[config.mk]
export PLATFORM = sky130hd
export DESIGN_NAME = mem_stage
export DESIGN_NICKNAME = d
export VERILOG_FILES = /design/src/rtl/mem_stage_pkg.sv /design/src/rtl/mem_stage_load_align.sv /design/src/rtl/mem_stage.sv
export SDC_FILE = /design/constraint.sdc
export NUM_CORES = 1
export LEC_CHECK = 0
export ABC_AREA = 0
export ABC_CLOCK_PERIOD_IN_PS = 2900
export CORE_MARGIN = 3
export CORE_UTILIZATION = 45
export CTS_CLUSTER_SIZE = 12
export DETAILED_ROUTE_END_ITERATION = 10
export PLACE_DENSITY = 0.81
export REMOVE_ABC_BUFFERS = 1
export SETUP_SLACK_MARGIN = 0.3
export SLEW_MARGIN = 20
export SYNTH_ARGS = -nofsm -noshare
export SYNTH_HDL_FRONTEND = slang
export SYNTH_SLANG_ARGS = --single-unit
[constraint.sdc]
create_clock -name clk -period 2.9 [get_ports clk]
set_input_delay 0.29 -clock clk [delete_from_list [all_inputs] [get_ports clk]]
set_output_delay 0.29 -clock clk [all_outputs]
set_load 0.1 [all_outputs]
[src/rtl/mem_stage_pkg.sv]
// mem_stage_pkg: bus layout, mem_ctrl fields, size codes and FSM states shared by the MEM stage
package mem_stage_pkg;
  localparam int PC_W   = 32;
  localparam int RD_W   = 5;
  localparam int CTRL_W = 5;
  localparam int C_LOAD  = 4;
  localparam int C_STORE = 3;
  localparam int C_SIGN  = 2;
  localparam int C_SIZE  = 0;
  localparam logic [1:0] SZ_B = 2'd0;
  localparam logic [1:0] SZ_H = 2'd1;
  localparam logic [1:0] SZ_W = 2'd2;
  localparam logic [1:0] SZ_D = 2'd3;
  typedef enum logic [1:0] {IDLE, REQ, WAIT_R, OUT} state_t;
  function automatic int ex2mem_w(input int dw, input int aw);
    return CTRL_W + dw + aw + RD_W + 1 + PC_W;
  endfunction
  function automatic int mem2wb_w(input int dw);
    return RD_W + 1 + dw + PC_W;
  endfunction
  function automatic logic misaligned(input logic [1:0] size, input logic [2:0] a);
    return (size == SZ_H && a[0]) || (size == SZ_W && a[1:0] != 2'b00) || (size == SZ_D && a != 3'b000);
  endfunction
endpackage

[src/rtl/mem_stage_load_align.sv]
// load_align: picks the addressed lane out of a read word and sign/zero-extends it
module load_align #(
  parameter int DATA_W = 32,
  localparam int LB = $clog2(DATA_W / 8),
  localparam int IW = $clog2(DATA_W)
) (
  input  logic [DATA_W-1:0] rdata,
  input  logic [LB-1:0]     lane,
  input  logic [1:0]        size,
  input  logic              sign,
  output logic [DATA_W-1:0] result
);
  logic [DATA_W-1:0] sh, msk;
  logic [IW-1:0]     top;
  int                nb;
  // shift lane down, keep 2^size bytes, fill the rest with the sign bit or zeros
  always_comb begin
    sh     = rdata >> {lane, 3'b000};
    nb     = 8 << size;
    msk    = nb >= DATA_W ? '1 : ~({DATA_W{1'b1}} << nb);
    top    = IW'((nb >= DATA_W ? DATA_W : nb) - 1);
    result = (sh & msk) | ((sign && sh[top]) ? ~msk : '0);
  end
endmodule

[src/rtl/mem_stage.sv]
// mem_stage: pipeline MEM stage issuing aligned data-memory requests and returning results to WB
module mem_stage
  import mem_stage_pkg::*;
#(
  parameter int DATA_W = 32,
  parameter int ADDR_W = 32,
  localparam int EX2MEM_W = ex2mem_w(DATA_W, ADDR_W),
  localparam int MEM2WB_W = mem2wb_w(DATA_W)
) (
  input  logic                  clk,
  input  logic                  rst_n,
  input  logic                  in_valid_i,
  output logic                  in_ready_o,
  input  logic [EX2MEM_W-1:0]   ex2mem_bus_i,
  output logic                  dm_req_o,
  input  logic                  dm_gnt_i,
  output logic                  dm_we_o,
  output logic [ADDR_W-1:0]     dm_addr_o,
  output logic [DATA_W/8-1:0]   dm_wbe_n_o,
  output logic [DATA_W-1:0]     dm_wdata_o,
  input  logic                  dm_rvalid_i,
  input  logic [DATA_W-1:0]     dm_rdata_i,
  output logic                  out_valid_o,
  input  logic                  out_ready_i,
  output logic [MEM2WB_W-1:0]   mem2wb_bus_o,
  output logic                  exc_misalign_o
);
  localparam int LB    = $clog2(DATA_W / 8);
  localparam int NB    = DATA_W / 8;
  localparam int O_EXE = RD_W + 1 + PC_W;
  localparam int O_SD  = O_EXE + ADDR_W;
  localparam int O_CTL = O_SD + DATA_W;
  state_t                state_q, state_d;
  logic [EX2MEM_W-1:0]   bus_q;
  logic [DATA_W-1:0]     ld_q, ld_d;
  logic [CTRL_W-1:0]     ctl_q;
  logic [ADDR_W-1:0]     exe_q;
  logic [DATA_W-1:0]     sd_q, res;
  logic [LB-1:0]         lane_q;
  logic                  ld_i, st_i, accept, go_req, mis_q, is_ld_q, rv_take;
  assign ctl_q   = bus_q[O_CTL +: CTRL_W];
  assign exe_q   = bus_q[O_EXE +: ADDR_W];
  assign sd_q    = bus_q[O_SD +: DATA_W];
  assign lane_q  = exe_q[LB-1:0];
  assign ld_i    = ex2mem_bus_i[O_CTL + C_LOAD];
  assign st_i    = ex2mem_bus_i[O_CTL + C_STORE];
  // load together with store is not a memory op; misaligned ops skip memory entirely
  assign go_req  = (ld_i ^ st_i) & ~misaligned(ex2mem_bus_i[O_CTL + C_SIZE +: 2], ex2mem_bus_i[O_EXE +: 3]);
  assign mis_q   = (ctl_q[C_LOAD] ^ ctl_q[C_STORE]) & misaligned(ctl_q[C_SIZE +: 2], exe_q[2:0]);
  assign is_ld_q = ctl_q[C_LOAD] & ~ctl_q[C_STORE];
  assign in_ready_o = state_q == IDLE || (state_q == OUT && out_ready_i);
  assign accept  = in_valid_i & in_ready_o;
  // read data counts only in the grant cycle of REQ or while waiting in WAIT_R
  assign rv_take = is_ld_q & dm_rvalid_i & ((state_q == REQ && dm_gnt_i) || state_q == WAIT_R);
  assign dm_req_o   = state_q == REQ;
  assign dm_we_o    = dm_req_o & ctl_q[C_STORE];
  assign dm_addr_o  = {exe_q[ADDR_W-1:LB], {LB{1'b0}}};
  assign dm_wdata_o = sd_q << {lane_q, 3'b000};
  assign dm_wbe_n_o = dm_we_o ? ~NB'(((16'd1 << (5'd1 << ctl_q[C_SIZE +: 2])) - 16'd1) << lane_q) : '1;
  assign out_valid_o    = state_q == OUT;
  assign exc_misalign_o = out_valid_o & mis_q;
  assign res = (is_ld_q & ~mis_q) ? ld_q : DATA_W'(exe_q);
  assign mem2wb_bus_o = {bus_q[PC_W+1 +: RD_W], bus_q[PC_W] & ~mis_q, res, bus_q[PC_W-1:0]};
  load_align #(.DATA_W(DATA_W)) u_align (
    .rdata (dm_rdata_i),
    .lane  (lane_q),
    .size  (ctl_q[C_SIZE +: 2]),
    .sign  (ctl_q[C_SIGN]),
    .result(ld_d)
  );
  // next state: accept wins, then output handshake, grant and read return
  always_comb begin
    state_d = state_q;
    if (accept) state_d = go_req ? REQ : OUT;
    else if (state_q == OUT && out_ready_i) state_d = IDLE;
    else if (state_q == REQ && dm_gnt_i) state_d = (is_ld_q && !dm_rvalid_i) ? WAIT_R : OUT;
    else if (state_q == WAIT_R && dm_rvalid_i) state_d = OUT;
  end
  // state, captured op and load result registers
  always_ff @(posedge clk or negedge rst_n) begin
    if (!rst_n) begin
      state_q <= IDLE;
      bus_q   <= '0;
      ld_q    <= '0;
    end else begin
      state_q <= state_d;
      if (accept) bus_q <= ex2mem_bus_i;
      if (rv_take) ld_q <= ld_d;
    end
  end
endmodule

## After elaboration in Yosys (flattened, before gate mapping)

Cells that the tools add are included.

| word-level totals | value |
|---|---|
| flip-flop bits (word level) | 141 |

| cells by class | value |
|---|---|
| add/subtract/negate cells | 2 |
| $lt $le $gt $ge | 2 |
| eq/ne operators | 9 |
| shift operators | 7 |
| muxes and demuxes | 13 |
| bitwise logic cells | 20 |
| reduce and logical (&&, ||, !) cells | 24 |

Operator list:

| cell | count |
|---|---|
| $mux 32 | 3 |
| $not 32->32 | 2 |
| $and 32x32->32 | 1 |
| $ge 32x7->1 const B | 1 |
| $or 32x32->32 | 1 |
| $shl 32x32->32 const A | 1 |
| $shl 32x5->32 | 1 |
| $shl 4x2->32 const A | 1 |
| $shr 32x5->32 | 1 |
| $shl 1x5->16 const A | 1 |
| $shl 16x2->4 | 1 |
| $sub 16x1->16 const B | 1 |
| $eq 2x2->1 const B | 6 |
| $logic_and 1x1->1 | 11 |
| $and 1x1->1 | 10 |
| $mux 2 | 5 |
| $eq 2x1->1 const B | 3 |
| $logic_or 1x1->1 | 6 |
| $lt 5x6->1 const B | 1 |
| $reduce_bool 3->1 | 2 |
| $bmux 1 s5 | 1 |
| $mux 5 | 1 |
| $shl 1x2->5 const A | 1 |
| $sub 5x2->5 const B | 1 |
| 9 further kinds | 14 |

## Longest topological paths before layout

| depth | value |
|---|---|
| word-level depth | 9 |
| gate-level depth with buffers | 9 |

## Hierarchy

From an unflattened synthesis, not the netlist that was laid out.

| unflattened totals | value |
|---|---|
| cell total of the unflattened synthesis | 653 |
| area total of the unflattened synthesis | 7,674.9 sq um |

By module, submodules not included:

| module | times used | cells each | area an instance (sq um) | sequential area each (sq um) |
|---|---|---|---|---|
| mem_stage | 1 | 533 | 6,937.9 | 3,528.4 |
| load_align | 1 | 120 | 737.0 | 0.0 |

## Worst setup path before layout

No wires, ideal clock.

| timing | value |
|---|---|
| kind | reg2out |
| start | register state_q[0] |
| end | output port dm_wbe_n_o[1] |
| data arrival time | 4.917 ns |
| setup slack | -2.307 ns |
| cell stages (with the launch flop) | 5 |
| cell sequence | dfrtp_1 nor2b_1 and2_1 clkbuf_1 o311ai_0 |

| between the ends | value |
|---|---|
| cells in the longest elaborated chain, start to end | 3 |

RTL lines:

| item | RTL line | text |
|---|---|---|
| start: declaration | mem_stage.sv:33 | `state_t state_q, state_d;` |
| start signal: assignment | mem_stage.sv:86 | `state_q <= state_d;` |
| $eq 2x1->1 | mem_stage.sv:55 | `assign dm_req_o = state_q == REQ;` |
| named net dm_req_o | mem_stage.sv:15 | `output logic dm_req_o,` |
| $and 1x1->1 | mem_stage.sv:56 | `assign dm_we_o = dm_req_o & ctl_q[C_STORE];` |
| named net dm_we_o | mem_stage.sv:17 | `output logic dm_we_o,` |
| $mux 4 | mem_stage.sv:59 | `assign dm_wbe_n_o = dm_we_o ? ~NB'(((16'd1 << (5'd1 << ctl_q[C_SIZE +: 2])) - 16'd1) << lane_q) : '1;` |
| end: declaration | mem_stage.sv:19 | `output logic [DATA_W/8-1:0] dm_wbe_n_o,` |

The timed path passes the listed nets, and every way through them passes these cells.

## Worst setup path after layout

| timing | value |
|---|---|
| start | register bus_q[102] |
| end | output port mem2wb_bus_o[61] |

| between the ends | value |
|---|---|
| cells in the longest elaborated chain, start to end | 8 |

RTL lines:

| item | RTL line | text |
|---|---|---|
| start: declaration | mem_stage.sv:34 | `logic [EX2MEM_W-1:0] bus_q;` |
| start signal: assignment | mem_stage.sv:87 | `if (accept) bus_q <= ex2mem_bus_i;` |
| $eq 2x1->1 / $eq 2x2->1 (equally long branches) | mem_stage_pkg.sv:22 | `return (size == SZ_H && a[0]) \|\| (size == SZ_W && a[1:0] != 2'b00) \|\| (size == SZ_D && a != 3'b000);` |
| $logic_and 1x1->1 | mem_stage_pkg.sv:22 |  |
| $logic_or 1x1->1 | mem_stage_pkg.sv:22 |  |
| $logic_or 1x1->1 (*) | mem_stage_pkg.sv:22 |  |
| $and 1x1->1 (*) | mem_stage.sv:49 | `assign mis_q = (ctl_q[C_LOAD] ^ ctl_q[C_STORE]) & misaligned(ctl_q[C_SIZE +: 2], exe_q[2:0]);` |
| $not 1->1 (*) | mem_stage.sv:62 | `assign res = (is_ld_q & ~mis_q) ? ld_q : DATA_W'(exe_q);` |
| $and 1x1->1 (*) | mem_stage.sv:62 |  |
| $mux 32 (*) | mem_stage.sv:62 |  |
| end: declaration | mem_stage.sv:25 | `output logic [MEM2WB_W-1:0] mem2wb_bus_o,` |

Mark *: on every way between the ends. The rest lies on a longest branch, timed or not.

==> results.yml <==
cells_and_area:
  finalNetCount: 1063
  multi_input_area_mm2: 0.003495
  regArea_mm2: 0.003536
  drive_gt1_share_pct: 34.55
  fill_cells: 1266
  area_growth_pct: 46.92
  diodes: 0
critical_path:
  cp_slowest_cell: "dfrtp_2"
  critPathMaxFanout: 18
  endpoint_kind: "primary output"
  ff2ff_path_depth: 4
  reg2reg_slack_ns: 0.58
  critical_path_depth: 6
  path_cells: "inv_1, o21a_1, o21ai_4, buf_8, mux2_1, buf_12"
  worstPathRequired_ns: 2.61
  crit_arrival_ns: 2.22
  critical_path.max_stage_delay_ns: 0.45
  r2r_start: "bus_q[39]"
  path_class: "reg -> out"
  worst_path_dominant_cell_family: "buffers and inverters"
  rr_endpoint: "ld_q[25]"
  cp-start-kind: "flop"
  crit_buf_inv: 3
clock_network:
  cts_sinks: 141
  cts_root_buffer: "clkbuf_16"
  clockBufferDepth: 2
  path_clk_slew_ns: 0.06
  insertion_delay_ns: 0.41
  cts_tree: "yes"
  cts_inserted_buffers: 17
  htreeDepth: 4
synth:
  synth_largest_area_cell: "dfrtp_1"
  ys_seq_area_share_pct: 45.56
  avgSynthCellArea_um2: 11.08
  netlist_area_mm2: 0.007744
  ys_ff_latch: 141
  synth_edf_count: 0
  ys_warn_count: 0
  synthCells: 699
  yosys-top-cells-count: "dfrtp_1 (141), mux2_2 (109), buf_4 (72)"
  yosys-top-cells-area: "dfrtp_1 (46%), mux2_2 (16%), buf_4 (7.0%), mux2_1 (5.5%), mux2i_1 (4.1%)"
  synth.most_common_cell: "dfrtp_1"
  synth_top_area_share_pct: 45.56
  synth_cell_types: 48
  synthFlopType: "dfrtp_1"
  async_reset_ff_share_pct: 100.0
detailed_routing:
  drt_pre_antenna_iters: 5
  initialDrtViolationCount: 321
  drc_errors: 0
  num_vias: 6250
  route.detailed.wl_per_inst_um: 19.64
  drt-total-wl_mm: 22.57
  via_per_inst: 5.440
  drtAntennaViolNets: 0
floorplan:
  io_pins: 288
  rows: 47
  die_height_um: 137.2
  die_area_mm2: 0.01882
  fp.dieW_um: 137.2
  core_mm2: 0.01670
  initial_core_util_pct: 46.37
global_routing:
  grt_pass1_vias: 6259
  grt.busiest_layer: "met2"
  antenna_found_initial: 1
  met1_usage_pct: 28.38
  grt_use_total_pct: 23.56
  grt_util_met2_pct: 40.19
  grt_overflow: 0
  grt_max_degree: 69
  grt_pass1_wl_mm: 34.22
  groute.layer.met3.usage_pct: 8.875
placement:
  port_buffers: 285
  globalplace.congestion: 0.8549
  pre_cts_slack_ns: 0.4000
  dp_hpwl_mm: 16.67
timing:
  period_minus_slack_ns: 2.512
  setup_ws_ns: 0.3879
  period_share_pct: 86.62
  max_slew_margin_pct: 35.85
  finalHoldViolCount: 0
  fmax_mhz: 398.1
  setup_violations: 0
  slew_viol_final: 0
  clock_skew_ns: 0.004592
  grt_setup_unrepaired: "no"
  tightest_slew_ns: 0.9587
run:
  cap_violations: 0
min_path:
  min_from: "ex2mem_bus_i[53]"
  worstHoldPathCells: 2
  hold_path_class: "in -> reg"
  whs_endpoint: "bus_q[53]"
status:
  outcome: "completed"
## routing by layer
metal / wire (um) / vias to the layer above
met5: 13 / -
li1: - / 2876
met3: 2315 / 26
met2: 11330 / 316
met4: 309 / 2
met1: 8606 / 3030
## cell type report
cell class	count	area share, %
clock inverter	13	1.452
inverter	4	0.1320
clock buffer	19	3.805
timing repair buffer	313	30.40
tap	220	2.419
sequential	141	31.08
multi-input combinational	439	30.72
## worst max path at each step
stage                   start               end  slack [ns]
2_1_floorplan      state_q[0]         bus_q[52]       -2.48
3_3_place_gp   dm_rdata_i[23]          ld_q[25]        0.46
3_5_place_dp   dm_rdata_i[23]          ld_q[25]        0.40
4_1_cts            bus_q[103]     dm_wbe_n_o[3]        0.32
5_1_grt            bus_q[102]  mem2wb_bus_o[50]        0.31
6_report           bus_q[102]  mem2wb_bus_o[61]        0.39
## sequential cells by signal (all words and copies together), names as in the netlist
register / cells
bus_q: 107
state_q: 2
ld_q: 32
## through the flow
step | TNS (ns) | instances | util [%] | cell area (um^2) | hold slack, ns
2_1_floorplan | -371.98 | 584 | - | 7008 | -0.005591
4_1_cts | 0 | 1142 | 67.73 | 11310 | 0.4645
6_report | 0 | 1149 | 68.12 | 11380 | 0.4762
5_1_grt | 0 | 1149 | 68.12 | 11380 | 0.4703
3_5_place_dp | 0 | 1107 | 63.93 | 10680 | 0.3417
3_3_place_gp | 0 | 1107 | 63.93 | 10680 | 0.3409
## cells by family after synthesis
logic type | after synthesis | synth area share (%)
multiplexers | 181 | 25.98
AO/OA/AOI/OAI | 111 | 9.662
other | 1 | 0.04843
buffers and inverters | 120 | 9.743
XOR/XNOR | 1 | 0.1131
adder cells (fa/ha/maj) | 2 | 0.3231
AND/OR/NAND/NOR | 142 | 8.564
flip-flops | 141 | 45.56
## placed cells by master (no fill, tap or decap), drive strengths merged, types with 8 or more instances in the layout
master,n
nor2b,11
nor3,9
mux2,147
nor4,9
o21ai,23
nand2,34
nor2,55
buf,169
a2111oi,8
and2,12
a211oi,31
clkdlybuf4s50,143
a21oi,28
mux2i,33
dfrtp,141
clkbuf,19
## repair_timing
| item | 4_1_cts | 5_1_grt |
|---|---|---|
| buffers inserted | 2 | 6 |
| resized for setup | 3 | 4 |
| endpoints found under the hold margin | 66 | 0 |
| setup endpoints to repair | 34 | 32 |
| hold buffers | 1 | 0 |
Power is left out: the tool's default activity adds up to more than one toggle a clock period on the data nets, which glitch-free logic cannot reach.
